File: src/rtl/tst_dout_chk_prbs31.sv
// Self-synchronising PRBS31 (x^31+x^28+1) checker for 28-bit words.
// Seeds from two received words, hunts for lock, then free-runs its own prediction.
module tst_dout_chk_prbs31 #(
    parameter int unsigned LOCK_CNT   = 4,
    parameter int unsigned UNLOCK_CNT = 8,
    parameter int unsigned CNT_W      = 32
) (
    input  logic             clk,
    input  logic             rst_n,
    input  logic             clr,
    input  logic             vld_i,
    input  logic [27:0]      dat_i,
    output logic             lock_o,
    output logic             err_o,
    output logic [4:0]       err_bits_o,
    output logic [CNT_W-1:0] word_cnt_o,
    output logic [CNT_W-1:0] err_cnt_o
);
    localparam int unsigned DW = 28;
    localparam int unsigned BW = 5;
    localparam int unsigned GW = 4;
    localparam int unsigned RW = 8;
    localparam int unsigned SW = CNT_W + 6;
    localparam logic [CNT_W-1:0] CNT_MAX = '1;

    typedef enum logic [1:0] {SEED0, SEED1, HUNT, LOCKED} state_t;

    state_t           state, state_nxt;
    logic [DW-1:0]    p1, p1_nxt;
    // Only the top three bits of the older word feed the prediction.
    logic [2:0]       p2_hi, p2_hi_nxt;
    logic [GW-1:0]    good_run, good_nxt, good_inc;
    logic [RW-1:0]    bad_run, bad_nxt, bad_inc;
    logic             lock_nxt, err_nxt;
    logic [BW-1:0]    bits_nxt;
    logic [CNT_W-1:0] wcnt_nxt, ecnt_nxt;
    logic [DW-1:0]    exp_w, diff_w;
    logic [BW-1:0]    pop;
    logic [SW-1:0]    esum;

    assign exp_w    = p1 ^ {p1[24:0], p2_hi};
    assign diff_w   = exp_w ^ dat_i;
    assign pop      = BW'($countones(diff_w));
    assign esum     = SW'(err_cnt_o) + SW'(pop);
    assign good_inc = good_run + GW'(1);
    assign bad_inc  = bad_run + RW'(1);

    // Next-state, prediction history and registered output values.
    always_comb begin
        state_nxt = state;
        p1_nxt    = p1;
        p2_hi_nxt = p2_hi;
        good_nxt  = good_run;
        bad_nxt   = bad_run;
        lock_nxt  = lock_o;
        err_nxt   = 1'b0;
        bits_nxt  = err_bits_o;
        wcnt_nxt  = word_cnt_o;
        ecnt_nxt  = err_cnt_o;

        if (vld_i) begin
            case (state)
                SEED0: begin
                    p2_hi_nxt = dat_i[27:25];
                    state_nxt = SEED1;
                end
                SEED1: begin
                    p1_nxt    = dat_i;
                    good_nxt  = '0;
                    state_nxt = HUNT;
                end
                HUNT: begin
                    bits_nxt  = pop;
                    p2_hi_nxt = p1[27:25];
                    p1_nxt    = dat_i;
                    if (pop == '0) begin
                        good_nxt = good_inc;
                        if (good_inc == GW'(LOCK_CNT)) begin
                            state_nxt = LOCKED;
                            bad_nxt   = '0;
                        end
                    end else begin
                        good_nxt = '0;
                    end
                end
                LOCKED: begin
                    bits_nxt  = pop;
                    err_nxt   = (pop != '0);
                    p2_hi_nxt = p1[27:25];
                    // Free-run on the prediction so isolated bit errors do not propagate.
                    p1_nxt    = exp_w;
                    if (word_cnt_o != CNT_MAX) begin
                        wcnt_nxt = word_cnt_o + CNT_W'(1);
                    end
                    ecnt_nxt = (esum > SW'(CNT_MAX)) ? CNT_MAX : CNT_W'(esum);
                    if (pop != '0) begin
                        bad_nxt = bad_inc;
                        if (bad_inc == RW'(UNLOCK_CNT)) begin
                            state_nxt = HUNT;
                            good_nxt  = '0;
                            p1_nxt    = dat_i;
                        end
                    end else begin
                        bad_nxt = '0;
                    end
                end
                default: begin
                    state_nxt = SEED0;
                end
            endcase
        end

        if (clr) begin
            wcnt_nxt = '0;
            ecnt_nxt = '0;
        end

        lock_nxt = (state_nxt == LOCKED);
    end

    // State and output registers.
    always_ff @(posedge clk or negedge rst_n) begin
        if (!rst_n) begin
            state      <= SEED0;
            p1         <= '0;
            p2_hi      <= '0;
            good_run   <= '0;
            bad_run    <= '0;
            lock_o     <= 1'b0;
            err_o      <= 1'b0;
            err_bits_o <= '0;
            word_cnt_o <= '0;
            err_cnt_o  <= '0;
        end else begin
            state      <= state_nxt;
            p1         <= p1_nxt;
            p2_hi      <= p2_hi_nxt;
            good_run   <= good_nxt;
            bad_run    <= bad_nxt;
            lock_o     <= lock_nxt;
            err_o      <= err_nxt;
            err_bits_o <= bits_nxt;
            word_cnt_o <= wcnt_nxt;
            err_cnt_o  <= ecnt_nxt;
        end
    end

endmodule
File: config.mk
export PLATFORM = sky130hd
export DESIGN_NAME = tst_dout_chk_prbs31
export DESIGN_NICKNAME = d
export VERILOG_FILES = /design/src/rtl/tst_dout_chk_prbs31.sv
export SDC_FILE = /design/constraint.sdc
export NUM_CORES = 1
export LEC_CHECK = 0
export BUFFER_PORTS_ARGS = -buffer_cell sky130_fd_sc_hd__buf_2
export CAP_MARGIN = 20
export CORE_UTILIZATION = 38
export CTS_BUF_LIST = sky130_fd_sc_hd__clkbuf_8
export DETAILED_ROUTE_END_ITERATION = 8
export SLEW_MARGIN = 10
export SYNTH_ARGS = -nofsm -noshare
export SYNTH_HDL_FRONTEND = slang
export SYNTH_SLANG_ARGS = --single-unit
File: constraint.sdc
create_clock -name clk -period 9.4 [get_ports clk]
set_clock_uncertainty 0.15 [all_clocks]
set_input_delay 0.47 -clock clk [delete_from_list [all_inputs] [get_ports clk]]
set_output_delay 0.47 -clock clk [all_outputs]
set_load 0.02 [all_outputs]
==> metrics.md <==
| Metric | Value |
|---|---|
| Status | `finished clean` |
| Combinational family with the most area after synthesis | `simple AND/OR/NAND/NOR gates` |
| Final Cycle Share | `82.01%` |
| Min Clock Period, post-route | `7709 ps` |
| FP Rows | `51` |
| Top-count cell post-synth | `dfrtp_1` |
| Largest net degree at the start of global routing | `67` |
| Initial Util | `39.10%` |
| Hold Crit Class | `in2reg` |
| Post-detail-place hpwl | `13580 um` |
| Post-Synth XOR/XNOR Area | `9.719%` |
| Main synth FF type | `dfrtp_1` |
| Post-synthesis register bit count | `116` |
| Critical Path Most Common Cell | `fa_1` |
| Slowest cell delay on critical path | `690 ps` |
| Placed instance count | `1143` |
| Die area | `20730 um2` |
| Crit Path Max Fanout | `12` |
| Die H | `144.0 um` |
| Vias in the first global route | `6380` |
| WHS | `123.6 ps` |
| Grt ovf | `0` |
| Tightest Pin Transition | `930.3 ps` |
| Sequential fraction of the synthesis area | `37.90%` |
| Non-filler cells in the finished layout | `1177` |
| Simple-Gate Fraction of Synth Area | `22.92%` |
| Post-synth ARST share | `100.0%` |
| Cell chain of the critical path | `xor2_1 > xnor2_1 > fa_1 > inv_1 > fa_1 > fa_1 > fa_1 > inv_1 > fa_1 > fa_1 > inv_1 > ha_1 > fa_1 > xor2_1 > ha_1 > nor2b_1 > o21a_1 > o211ai_1 > o21ai_0 > buf_4 > nor3_1 > nor3_1` |
| Largest cells by area after synthesis | `dfrtp_1 38%, xnor2_1 8.0%, fa_1 5.5%` |
| Max Fclk | `129.7 MHz` |
| Post-synthesis mux area share | `0.6861%` |
| RSZ-0062 raised after global routing | `no` |
| WL/cell | `16.73 um` |
| Worst path required time | `9570 ps` |
| Post-CTS setup buffers | `0` |
| WS Path Type | `reg2reg` |
| Clock sinks | `116` |
| Number of port buffers | `102` |
| Gpl congestion | `0.8189` |
| Clk buf depth | `2` |
| Max Cap Viol | `0` |
| Area leader, netlist | `dfrtp_1` |
| P&R area growth vs syn | `14.91%` |
| Layout net count | `968` |
| Core Footprint | `19590 um2` |
| Clk slew on worst S/H paths | `80 ps` |
| Die Wd | `144.0 um` |
| CTS root buffer | `clkbuf_8` |
| Worst EP arrival | `7870 ps` |
| Hold path depth | `2` |
| Initial antenna violation count | `0` |
| Post-synth design cell area | `7660 um2` |
| Adder-cell share of the synthesized area | `8.265%` |
| DP Area | `8359 um2` |
| GRT Total Usage | `20.54%` |
| DRC violations left | `0` |
| Setup crit start kind | `register` |
| Clk Latency, worst-skew pair | `460 ps` |
| Count of cell types in the netlist | `71` |
| Final wirelength | `19700 um` |
| Worst setup EP type | `register` |
| DR pass1 iterations | `5` |
| TNS Setup | `0 ps` |
| Slew margin rel. | `37.91%` |
| Number of synthesized flops with an enable pin | `0` |
| Share of layout cells above drive strength 1 | `18.22%` |
| Syn_nets | `890` |
| Top cell type's share of synthesized area | `37.90%` |
| Depth of the worst register-to-register path | `22` |
| Max Slew Vio Count | `0` |
| Vias after detailed routing | `6433` |
| Slowest stage cell, crit path | `o211ai_1` |
| Vias per cell | `5.466` |
| Synth Warn # | `0` |
| Final setup viols | `0` |
| Most frequent cells after synthesis | `116 x dfrtp_1, 70 x nor2_1, 70 x xnor2_1` |
| First-pass GRT wire length | `33120 um` |
| Cells after synthesis | `820` |
| Avg Cell Area, Syn | `9.341 um2` |
| Final instance area | `8802 um2` |
| H-tree Lvls | `4` |
| Final hold vios | `0` |
| Number of I/O pins | `103` |
| Synth Area in Compound Gates | `15.75%` |
| Drt first-iter violations | `366` |
| CTS buffer count | `17` |
| CTS tree | `yes` |
| Routed Antenna Nets | `0` |
[layout by cell type, fill, tap and decap left out, drive strengths merged, types with 29 or more instances in the layout]
cell type / count
nand3: 35
dfrtp: 116
xnor2: 70
inv: 41
buf: 112
a21oi: 33
nand2: 47
nor2: 70
nor3: 38
o21ai: 29
[per-layer routing]
metal / share of wire [%] / vias to the layer above / routed length [um] / GRT usage (%)
met5: 0 / - / 0 / 0
met4: 0.82 / 0 / 161 / 5.935
met3: 5.2 / 15 / 1017 / 4.172
met2: 47 / 149 / 9345 / 33.31
met1: 47 / 3129 / 9172 / 27.61
li1: - / 3140 / - / -
[through the flow]
step | worst slack, ps | util, %
floorplan | 2562 | -
global placement | 1399 | 42.63
detailed placement | 1622 | 42.67
CTS | 1683 | 44.92
global route | 1140 | 44.92
finish | 1691 | 44.93
[logic make-up (layout without fill, tap and decap cells)]
| group | Yosys count | in the layout |
|---|---|---|
| buf+inv | 90 | 181 |
| mux | 5 | 5 |
| simple gates | 315 | 315 |
| xor+xnor | 85 | 85 |
| fa+ha+maj | 38 | 38 |
| flops | 116 | 116 |
| compound gates | 171 | 171 |
| other cells | 0 | 1 |
[registers in the layout, summed over array words and instances (netlist names)]
register,flops
word_cnt_o,32
lock_o,1
p1,28
err_bits_o,5
err_cnt_o,32
p2_hi,3
err_o,1
good_run,4
state,2
bad_run,8
[timing repair]
| action | 4_1_cts | 5_1_grt |
|---|---|---|
| gates resized for setup | 0 | 0 |
| hold buffers | 1 | 0 |
| hold endpoints to repair | 51 | 0 |
[final cells by class]
type	instances	area, um2
antenna	1	2.502
clock buffer	19	261.5
timing repair buffer	113	598.1
tap	265	331.6
clock inverter	13	168.9
inverter	36	135.1
fill	1924	10790
multi-input combinational	614	4402
sequential	116	2903
[path summary, 6_finish.rpt]
check,endpoint,start,slack (ps)
min in group asynchronous,p1[14],rst_n,440
worst max register to register,err_cnt_o[16],p1[11],1690
worst min register to register,err_bits_o[3],err_bits_o[3],340
max in group asynchronous,good_run[2],rst_n,7320
worst max-delay path,err_cnt_o[16],p1[11],1690
worst min-delay path,p1[3],dat_i[3],120
[worst max-delay path, delay by kind of cell (launching register included)]
kind	cells	cell delay [ps]
AND/OR/NAND/NOR	3	380
XOR/XNOR	3	730
adder cells (fa/ha/maj)	9	4060
buffers and inverters	4	430
AO/OA/AOI/OAI	3	1330
flip-flops	1	470
Power is left out: the tool's default activity adds up to more than one toggle a clock period on the data nets, which glitch-free logic cannot reach.
